File: src/rtl/riscv_pkg.sv
// riscv_pkg
// Shared constants for the ID-stage scoreboard slice: RV32I major opcodes,
// the scoreboard FSM state encoding, counter sizing and the saturating
// per-register counter update helper.
package riscv_pkg;

    // RV32I major opcodes (inst[6:0])
    localparam logic [6:0] OP_LUI    = 7'b0110111;
    localparam logic [6:0] OP_AUIPC  = 7'b0010111;
    localparam logic [6:0] OP_IMM    = 7'b0010011;
    localparam logic [6:0] OP_REG    = 7'b0110011;
    localparam logic [6:0] OP_LOAD   = 7'b0000011;
    localparam logic [6:0] OP_STORE  = 7'b0100011;
    localparam logic [6:0] OP_BRANCH = 7'b1100011;
    localparam logic [6:0] OP_JAL    = 7'b1101111;
    localparam logic [6:0] OP_JALR   = 7'b1100111;

    localparam int         NUM_REGS = 32;
    localparam logic [1:0] CNT_MAX  = 2'd3;

    typedef enum logic [1:0] {
        ST_RUN   = 2'd0,
        ST_STALL = 2'd1,
        ST_DRAIN = 2'd2
    } state_e;

    // All same-edge events on one register are folded into a single net
    // change and clamped, so a decrement of an empty counter is lost
    // rather than wrapping.
    function automatic logic [1:0] satUpdate(input logic [1:0] cnt,
                                             input logic       inc,
                                             input logic       decA,
                                             input logic       decB);
        int v;
        v = int'(cnt) + int'(inc) - int'(decA) - int'(decB);
        if (v < 0) begin
            v = 0;
        end else if (v > int'(CNT_MAX)) begin
            v = int'(CNT_MAX);
        end
        return v[1:0];
    endfunction

endpackage

File: src/rtl/id_scoreboard_ctrl_if.sv
// id_scoreboard_ctrl_if
// Bundles the ID-stage request, writeback/kill retirement, drain request and
// scoreboard status signals.
//   slave  : the scoreboard controller (consumes requests, drives status)
//   master : the pipeline side driving ID/WB/kill/drain
interface id_scoreboard_ctrl_if;

    logic        id_valid;
    logic [31:0] id_inst;
    logic        wb_valid;
    logic [4:0]  wb_rd;
    logic        kill_valid;
    logic [4:0]  kill_rd;
    logic        drain_req;
    logic        id_ready;
    logic        issue;
    logic        stall;
    logic [31:0] busy;
    logic [1:0]  state;
    logic [15:0] stall_cnt;

    modport slave (
        input  id_valid, id_inst, wb_valid, wb_rd, kill_valid, kill_rd, drain_req,
        output id_ready, issue, stall, busy, state, stall_cnt
    );

    modport master (
        output id_valid, id_inst, wb_valid, wb_rd, kill_valid, kill_rd, drain_req,
        input  id_ready, issue, stall, busy, state, stall_cnt
    );

endinterface

File: src/rtl/reg_use_decode.sv
// reg_use_decode
// Maps an RV32I major opcode to which register fields the instruction uses.
//   opcode  in  7  inst[6:0]
//   use_rs1 out 1  rs1 is read
//   use_rs2 out 1  rs2 is read
//   use_rd  out 1  rd is written
// Unknown opcodes use no registers.
module reg_use_decode
    import riscv_pkg::*;
(
    input  logic [6:0] opcode,
    output logic       use_rs1,
    output logic       use_rs2,
    output logic       use_rd
);

    always_comb begin
        use_rs1 = 1'b0;
        use_rs2 = 1'b0;
        use_rd  = 1'b0;
        case (opcode)
            OP_LUI, OP_AUIPC, OP_JAL: begin
                use_rd  = 1'b1;
            end
            OP_REG: begin
                use_rs1 = 1'b1;
                use_rs2 = 1'b1;
                use_rd  = 1'b1;
            end
            OP_IMM, OP_LOAD, OP_JALR: begin
                use_rs1 = 1'b1;
                use_rd  = 1'b1;
            end
            OP_STORE, OP_BRANCH: begin
                use_rs1 = 1'b1;
                use_rs2 = 1'b1;
            end
            default: begin
            end
        endcase
    end

endmodule

File: src/rtl/id_scoreboard_ctrl.sv
// id_scoreboard_ctrl
// ID-stage register scoreboard: a 2-bit pending-write counter per register
// x1..x31 gates issue on RAW hazards and on counter saturation, and a small
// RUN/STALL/DRAIN FSM handles stalls and full pipeline drains.
//   clk    in  1   rising-edge clock
//   reset  in  1   asynchronous active-low reset
//   bus    slave   id_valid/id_inst, wb_valid/wb_rd, kill_valid/kill_rd,
//                  drain_req in; id_ready, issue, stall, busy, state,
//                  stall_cnt out
module id_scoreboard_ctrl
    import riscv_pkg::*;
(
    input logic                 clk,
    input logic                 reset,
    id_scoreboard_ctrl_if.slave bus
);

    logic        w_useRs1;
    logic        w_useRs2;
    logic        w_useRd;
    logic [4:0]  w_rs1;
    logic [4:0]  w_rs2;
    logic [4:0]  w_rd;
    logic [1:0]  r_cnt [NUM_REGS];
    logic [1:0]  w_cntNext [NUM_REGS];
    logic [31:0] w_busy;
    logic        w_hazard;
    logic        w_ready;
    logic        w_issue;
    logic        w_stall;
    logic        w_allZero;
    logic        w_unusedInstBits;
    state_e      r_state;
    logic [15:0] r_stallCnt;

    assign w_rs1 = bus.id_inst[19:15];
    assign w_rs2 = bus.id_inst[24:20];
    assign w_rd  = bus.id_inst[11:7];
    assign w_unusedInstBits = ^{bus.id_inst[31:25], bus.id_inst[14:12]};

    reg_use_decode u_decode (
        .opcode  (bus.id_inst[6:0]),
        .use_rs1 (w_useRs1),
        .use_rs2 (w_useRs2),
        .use_rd  (w_useRd)
    );

    // x0 is never tracked, so its busy bit is tied low.
    always_comb begin
        w_busy = '0;
        for (int i = 1; i < NUM_REGS; i++) begin
            w_busy[i] = (r_cnt[i] != 2'd0);
        end
    end

    // Hazard looks only at registered counters: a writeback in this cycle
    // does not unblock the instruction until the next cycle.
    assign w_hazard  = (w_useRs1 && w_busy[w_rs1])
                     || (w_useRs2 && w_busy[w_rs2])
                     || (w_useRd && (w_rd != 5'd0) && (r_cnt[w_rd] == CNT_MAX));
    assign w_ready   = (r_state == ST_RUN) && !w_hazard;
    assign w_issue   = bus.id_valid && w_ready;
    assign w_stall   = bus.id_valid && !w_ready;
    assign w_allZero = (w_busy == 32'h0);

    always_comb begin
        w_cntNext[0] = 2'd0;
        for (int i = 1; i < NUM_REGS; i++) begin
            w_cntNext[i] = satUpdate(r_cnt[i],
                                     w_issue && w_useRd && (w_rd == 5'(i)),
                                     bus.wb_valid && (bus.wb_rd == 5'(i)),
                                     bus.kill_valid && (bus.kill_rd == 5'(i)));
        end
    end

    always_ff @(posedge clk or negedge reset) begin
        if (!reset) begin
            for (int i = 0; i < NUM_REGS; i++) begin
                r_cnt[i] <= 2'd0;
            end
        end else begin
            for (int i = 0; i < NUM_REGS; i++) begin
                r_cnt[i] <= w_cntNext[i];
            end
        end
    end

    // drain_req overrides every other transition; DRAIN exits only after a
    // full cycle of observing an empty scoreboard.
    always_ff @(posedge clk or negedge reset) begin
        if (!reset) begin
            r_state <= ST_RUN;
        end else if (bus.drain_req) begin
            r_state <= ST_DRAIN;
        end else begin
            case (r_state)
                ST_RUN:   if (w_stall)   r_state <= ST_STALL;
                ST_STALL: if (!w_hazard) r_state <= ST_RUN;
                ST_DRAIN: if (w_allZero) r_state <= ST_RUN;
                default:                 r_state <= ST_RUN;
            endcase
        end
    end

    // Counts cycles where ID holds a valid instruction it cannot issue.
    always_ff @(posedge clk or negedge reset) begin
        if (!reset) begin
            r_stallCnt <= 16'd0;
        end else if ((w_stall || ((r_state == ST_DRAIN) && bus.id_valid))
                     && (r_stallCnt != 16'hFFFF)) begin
            r_stallCnt <= r_stallCnt + 16'd1;
        end
    end

    assign bus.id_ready  = w_ready;
    assign bus.issue     = w_issue;
    assign bus.stall     = w_stall;
    assign bus.busy      = w_busy;
    assign bus.state     = r_state;
    assign bus.stall_cnt = r_stallCnt;

endmodule
File: src/flat_wrapper.sv
// flat-port wrapper written by rule: the top's interface ports become plain ports
module id_scoreboard_ctrl_flat import riscv_pkg::*;
  (clk, reset, bus_id_valid, bus_id_inst, bus_wb_valid, bus_wb_rd, bus_kill_valid, bus_kill_rd, bus_drain_req, bus_id_ready, bus_issue, bus_stall, bus_busy, bus_state, bus_stall_cnt);
  id_scoreboard_ctrl_if bus_i ();
  input logic clk;
  input logic reset;
  input wire logic [$bits(bus_i.id_valid)-1:0] bus_id_valid;
  input wire logic [$bits(bus_i.id_inst)-1:0] bus_id_inst;
  input wire logic [$bits(bus_i.wb_valid)-1:0] bus_wb_valid;
  input wire logic [$bits(bus_i.wb_rd)-1:0] bus_wb_rd;
  input wire logic [$bits(bus_i.kill_valid)-1:0] bus_kill_valid;
  input wire logic [$bits(bus_i.kill_rd)-1:0] bus_kill_rd;
  input wire logic [$bits(bus_i.drain_req)-1:0] bus_drain_req;
  output wire logic [$bits(bus_i.id_ready)-1:0] bus_id_ready;
  output wire logic [$bits(bus_i.issue)-1:0] bus_issue;
  output wire logic [$bits(bus_i.stall)-1:0] bus_stall;
  output wire logic [$bits(bus_i.busy)-1:0] bus_busy;
  output wire logic [$bits(bus_i.state)-1:0] bus_state;
  output wire logic [$bits(bus_i.stall_cnt)-1:0] bus_stall_cnt;
  assign bus_i.id_valid = bus_id_valid;
  assign bus_i.id_inst = bus_id_inst;
  assign bus_i.wb_valid = bus_wb_valid;
  assign bus_i.wb_rd = bus_wb_rd;
  assign bus_i.kill_valid = bus_kill_valid;
  assign bus_i.kill_rd = bus_kill_rd;
  assign bus_i.drain_req = bus_drain_req;
  assign bus_id_ready = bus_i.id_ready;
  assign bus_issue = bus_i.issue;
  assign bus_stall = bus_i.stall;
  assign bus_busy = bus_i.busy;
  assign bus_state = bus_i.state;
  assign bus_stall_cnt = bus_i.stall_cnt;
  id_scoreboard_ctrl u_core (.clk(clk), .reset(reset), .bus(bus_i));
endmodule
File: config.mk
export PLATFORM = sky130hd
export DESIGN_NAME = id_scoreboard_ctrl_flat
export DESIGN_NICKNAME = d
export VERILOG_FILES = /design/src/rtl/riscv_pkg.sv /design/src/rtl/id_scoreboard_ctrl_if.sv /design/src/rtl/reg_use_decode.sv /design/src/rtl/id_scoreboard_ctrl.sv /design/src/flat_wrapper.sv
export SDC_FILE = /design/constraint.sdc
export NUM_CORES = 1
export LEC_CHECK = 0
export ABC_AREA = 1
export CAP_MARGIN = 30
export CORE_ASPECT_RATIO = 1.5
export CORE_MARGIN = 3
export CORE_UTILIZATION = 55
export CTS_CLUSTER_SIZE = 14
export DETAILED_ROUTE_END_ITERATION = 10
export GPL_ROUTABILITY_DRIVEN = 0
export PLACE_DENSITY = 0.78
export REMOVE_ABC_BUFFERS = 1
export SYNTH_ARGS = -nofsm -noshare
export SYNTH_HDL_FRONTEND = slang
export SYNTH_SLANG_ARGS = --single-unit
File: constraint.sdc
create_clock -name clk -period 5.3 [get_ports clk]
set_input_delay 0.53 -clock clk [delete_from_list [all_inputs] [get_ports clk]]
set_output_delay 0.53 -clock clk [all_outputs]
set_load 0.01 [all_outputs]
# Yosys cells after proc, flatten, opt, wreduce, memory -nomap -nowiden
# Index checks and enable logic that the tools add are counted.
# totals
latch_bits,0
mem_count,0
mem_bits_rw,0
ff_bits,80
rom_bits,0
word_cells,525
out_inout_bits,53
in_bits,48
# classes
shift,0
n_div,0
n_eq_ne,109
bitwise_logic,1
n_addsub,94
muxes,77
reduce_logical,146
multipliers,0
magnitude_cmp,65
# ops
operator,count
subtractor 32 x 2 -> 32 bit,62
"greater-than comparator 32 x 3 -> 1 bit, second input constant",31
"< comparator 32 x 1 -> 1 bit, second input constant",31
"equality test 5 bit, second input constant",48
two-way mux 2 bit,68
"equality test 5 x 4 -> 1 bit, second input constant",24
logical AND 1 bit,103
adder 2 x 1 -> 3 bit,31
nonzero test 2 bit,31
"equality test 5 x 3 -> 1 bit, second input constant",12
zero test 32 bit,1
"equality test 5 x 2 -> 1 bit, second input constant",6
"equality test 7 x 6 -> 1 bit, second input constant",3
"equality test 7 bit, second input constant",3
"adder 16 x 1 -> 16 bit, second input constant",1
"inequality test 16 bit, second input constant",1
"equality test 5 x 1 -> 1 bit, second input constant",3
"equality test 7 x 5 -> 1 bit, second input constant",2
"< comparator 5 x 6 -> 1 bit, second input constant",2
binary-select mux 1 bit (select 5 bit),2
binary-select mux 2 bit (select 5 bit),1
"equality test 7 x 2 -> 1 bit, second input constant",1
OR reduction 7 bit,1
"greater-or-equal comparator 6 bit, second input constant",1
14 further kinds,23

# Longest topological paths before layout
# Gate-level depths: netlist of the first run.
# logic_depth
depth_word,18
ltp_mapped,28
depth_no_buf,25

# Modules after synthesis
# A second synthesis of the first run with hierarchy kept.
# unflattened
cells_unflattened,1425
area_unflattened_um2,10098.4
# modules_own_cells
module,cells_per_inst,n_inst,area_each_um2
id_scoreboard_ctrl,1396,1,9975.8
reg_use_decode,29,1,122.6

# Worst setup path before layout of the first run
# Ideal clock, no wire load.
# synth_path
kind,input -> register
start,input bus_id_inst[20]
end,register u_core.r_cnt[36] (netlist bit)
path_buffers,3
setup_time_ns,0.113
arrival_ns,3.254
path_stages,23
path_slack_ns,1.934
cell_sequence,buf_4 -> inv_1 -> buf_4 -> nand2_1 -> nand3_1 -> nand3_1 -> nand3_1 -> nand2_1 -> nand2_1 -> nand3_1 -> nand4_2 -> nor2_4 -> nand3_2 -> buf_2 -> nor2_1 -> ha_1 -> inv_1 -> fa_1 -> ha_1 -> ha_1 -> nand3_1 -> nand2_1 -> inv_1
# synth_rtl
element,line_no,rtl
"start, declared",flat_wrapper.sv:8,input wire logic [$bits(bus_i.id_inst)-1:0] bus_id_inst;
"end signal, assigned by index",id_scoreboard_ctrl.sv:83,r_cnt[i] <= w_cntNext[i];
"end, declared",id_scoreboard_ctrl.sv:24,logic [1:0] r_cnt [NUM_REGS];

==> run summary, run 1 <==
The largest incremental delay on the critical path came out at 0.80 ns. Setup violations remaining at the end of the flow were counted as 0. The y dimension of the die came out at 161 um. Summing the areas of all compound-gate instances in the mapped netlist gives 2.46% of the synthesized area. The number of global-route vias before repair was 8,619. After synthesis, the largest family of logic cells by area is simple AND/OR/NAND/NOR gates. The kind of cell with the highest combined delay along the critical path is simple AND/OR/NAND/NOR gates.

The library cell used most frequently in the layout, excluding fill and tap cells, is sky130_fd_sc_hd__nand2_1. The die boundary width is 110 um. The summed instance area of the synthesized netlist is 0.00884 mm^2. The number of detailed-routing iterations run before antenna repair is 8. The startpoint type of the worst setup path is a primary input. After Yosys synthesis, full adders, half adders and majority gates account for 24.7% of the synthesized area. The post-route total power is 0.00323 W. The violation count after the first detailed-route iteration came out at 767. Leaving out fill and tap cells, the most frequent cells in the layout are sky130_fd_sc_hd__nand2_1 (426), sky130_fd_sc_hd__inv_1 (283), sky130_fd_sc_hd__nand3_1 (153).

By startpoint and endpoint, the worst setup path is classified as in -> reg. Across the run, the number of max-cap violations was 0. The mean routed wirelength per cell is 15.5 um. The leakage dissipation is 5.71 nW.

The count of synthesis-stage warnings from yosys is 0. The area inside the core boundary is 0.0157 mm^2. The worst path in the final design needs a cycle of 4.68 ns, including I/O delays and setup.

The combined buffer and inverter count along the critical path is 4. The post-route clock period utilization is 88.2%. The number of design rule violations left after detail routing is 0. For the final database, setup skew stands at 0.00983 ns. The peak fanout along the critical path is 16. The number of endpoints with negative hold slack in the final report is 0. The number of antenna violations at the first check in global routing came out at 1.

Summed over all layers, the global routing overflow is 0. The synthesized netlist devotes 1.29% of its cell area to XOR and XNOR gates. After clock tree synthesis, the setup repair step added 0 buffers. The first global-routing pass estimated 40,300 um of wire. The initial core utilization came out at 56.3%. In the synthesized netlist the dominant register cell turns out to be sky130_fd_sc_hd__dfrtp_1. TritonCTS built the clock tree. The min-delay analysis places its worst path in the category in -> async. The post-CTS clock slew at the launch and capture registers of the worst setup and hold paths is 0.07 ns.

The detailed placer's ending HPWL came out at 20,200 um. The final routed wirelength across all metal layers is 25,100 um. The CTS H-tree depth is 3. STA classifies the critical path endpoint as a flip-flop. The number of nets with antenna violations after routing came out at 0. The number of standard cells after synthesis is 1,332. The post-synthesis sequential element count is 80.

In this run the clock root is driven by a sky130_fd_sc_hd__clkbuf_16. The total global routing track utilization came out at 29.2%. The sequential share of the synthesized area came out at 22.6%. The post-cts hold buffer count is 0. The fraction of registers with async set or reset after synthesis is 100%. The clock tree buffer depth is 2. The required time of the critical path is 5.54 ns. The TritonCTS buffer count came out at 9. Each instance of the synthesized netlist takes up on average 6.64 um^2.

The count of flip-flops with a built-in enable after synthesis came out at 0. The number of slew-limit violations in the final report came out at 0. The largest individual stage delay along the critical path comes from the cell sky130_fd_sc_hd__clkdlybuf4s50_1. The final setup TNS came out at 0 ns. The detailed-route vias per instance is 5.40. The power density relative to cell area came out at 318 mW/mm^2.

The count of cell instances traversed by the critical path came out at 23. The worst max-slew margin expressed relative to the limit came out at 51.5%. The flow ran to the end, and the final reports show no timing, DRC or antenna violations. The worst voltage drop across the vdd grid is 0.195 mV. The data arrival at the endpoint of the critical path came out at 4.92 ns. The signal on the critical path passes through clkdlybuf4s50_1 -> inv_1 -> nand2_1 -> nor2_1 -> nand2_1 -> nand3_1 -> nor2_1 -> nand2_1 -> nand3_1 -> nand2_1 -> nand2_2 -> nand4_2 -> nor2_4 -> nand3_2 -> nor2_2 -> ha_1 -> fa_1 -> inv_1 -> ha_1 -> ha_1 -> nand2_1 -> o21ai_0 -> inv_1. The proportion of layout cells with a drive suffix above 1 came out at 3.88%.

The count of distinct cell types in the synthesized netlist is 32. The worst-case reg-to-reg path depth is 21. The number of sinks on the clock net is 80. The share of synthesized area spent on multiplexers is 0%. The later-pin clock latency in the skew report came out at 0.35 ns. Once the clock tree was built, the resizer swapped 0 gates to a different size. The count of buffers inserted at the top-level ports came out at 89. The slew at the pin closest to its max-slew limit came out at 0.727 ns. The signed area change from the synthesized netlist to the final layout is 15.0%. The number of nets at the end of the flow came out at 1,618.

The simple logic cell fraction of the synthesized area came out at 34.5%. The most repeated library cell on the critical path is sky130_fd_sc_hd__nand2_1. The floorplan row count is 56.

The fmax is 214 MHz. The area enclosed by the die boundary came out at 0.0177 mm^2. The maximum number of pins on one net before global-route repair is 49. The I/O pin count is 101. The count of vias placed by the detailed router is 8,761. Setup repair after global routing left no endpoint under its margin.
## metal layers
metal,routed length [um],track usage [%]
met5,9,0
met2,12300,50.8
met1,9290,33.3
met4,1490,16.8
met3,2010,4.48
## area by class of cell
cell class	instances	area, um^2
Fill cell	1433	5530
Antenna cell	1	2.50
Sequential cell	80	2000
Clock inverter	6	45.0
Inverter	289	1090
Clock buffer	10	229
Tap cell	203	254
Multi-Input combinational cell	936	5570
Timing Repair Buffer	98	976
## per-stage QoR
step | instance area (um^2) | utilization [%] | cells | setup WS [ns] | hold WS [ns]
after floorplan | 8660 | - | 1305 | 1.97 | 0.234
after global placement | 9860 | 62.8 | 1605 | 0.433 | 0.502
after detailed placement | 9890 | 63.0 | 1606 | 0.349 | 0.508
after CTS | 10200 | 64.7 | 1622 | 0.715 | 0.151
after global routing | 10200 | 64.7 | 1622 | 0.348 | 0.164
final | 10200 | 64.7 | 1623 | 0.623 | 0.131
## worst paths after layout
check                                                  endpoint  slack, ns                                 start
min in group clk           u_core.bus.stall_cnt[15]$_DFFE_PN0P_       0.53  u_core.bus.stall_cnt[15]$_DFFE_PN0P_
setup / recovery                     u_core.r_cnt[16]$_DFF_PN0_       0.62                        bus_id_inst[8]
setup reg to reg                     u_core.r_cnt[16]$_DFF_PN0_       1.34            u_core.r_cnt[39]$_DFF_PN0_
max in group asynchronous            u_core.r_cnt[57]$_DFF_PN0_       4.55                                 reset
hold / removal                       u_core.r_cnt[35]$_DFF_PN0_       0.13                                 reset
hold reg to reg            u_core.bus.stall_cnt[15]$_DFFE_PN0P_       0.53  u_core.bus.stall_cnt[15]$_DFFE_PN0P_
## state kept, by name, summed over array words and instances (netlist names)
register / count
u_core.bus.stall_cnt: 16
u_core.bus.state: 2
u_core.r_cnt: 62
## report_power, final
| group | switching, W | internal (W) | leakage [nW] |
|---|---|---|---|
| Sequential | 0.000236 | 0.000840 | 0.940 |
| Combinational | 0.000907 | 0.000644 | 4.65 |
| Clock | 0.000282 | 0.000320 | 0.125 |
## cell families (layout without fill, tap and decap cells)
| family | count (synthesis) | in the layout |
|---|---|---|
| compound gates | 43 | 43 |
| other cells | 1 | 2 |
| fa+ha+maj | 156 | 156 |
| xor+xnor | 13 | 13 |
| simple gates | 723 | 723 |
| flops | 80 | 80 |
| buf+inv | 316 | 403 |
## cell usage after synthesis (7+ instances only)
cell,count,area (um^2)
sky130_fd_sc_hd__nand3_1,153,766
sky130_fd_sc_hd__dfrtp_1,80,2000
sky130_fd_sc_hd__buf_2,9,45.0
sky130_fd_sc_hd__nor2_2,12,75.1
sky130_fd_sc_hd__o21ai_0,37,185
sky130_fd_sc_hd__xnor2_1,7,61.3
sky130_fd_sc_hd__ha_1,125,1560
sky130_fd_sc_hd__nand2_1,426,1600
sky130_fd_sc_hd__fa_1,31,621
sky130_fd_sc_hd__inv_1,283,1060
sky130_fd_sc_hd__nor2_1,97,364
sky130_fd_sc_hd__nor4_1,9,56.3
sky130_fd_sc_hd__or2_2,7,43.8
Power figures use the tool's default switching activity.
==> inputs of run 2 (changes only) <==
Settings changed: SLEW_MARGIN set to 20.
==> results of run 2 <==
No change in the layout: final DEF, timing and power equal those of run 1.
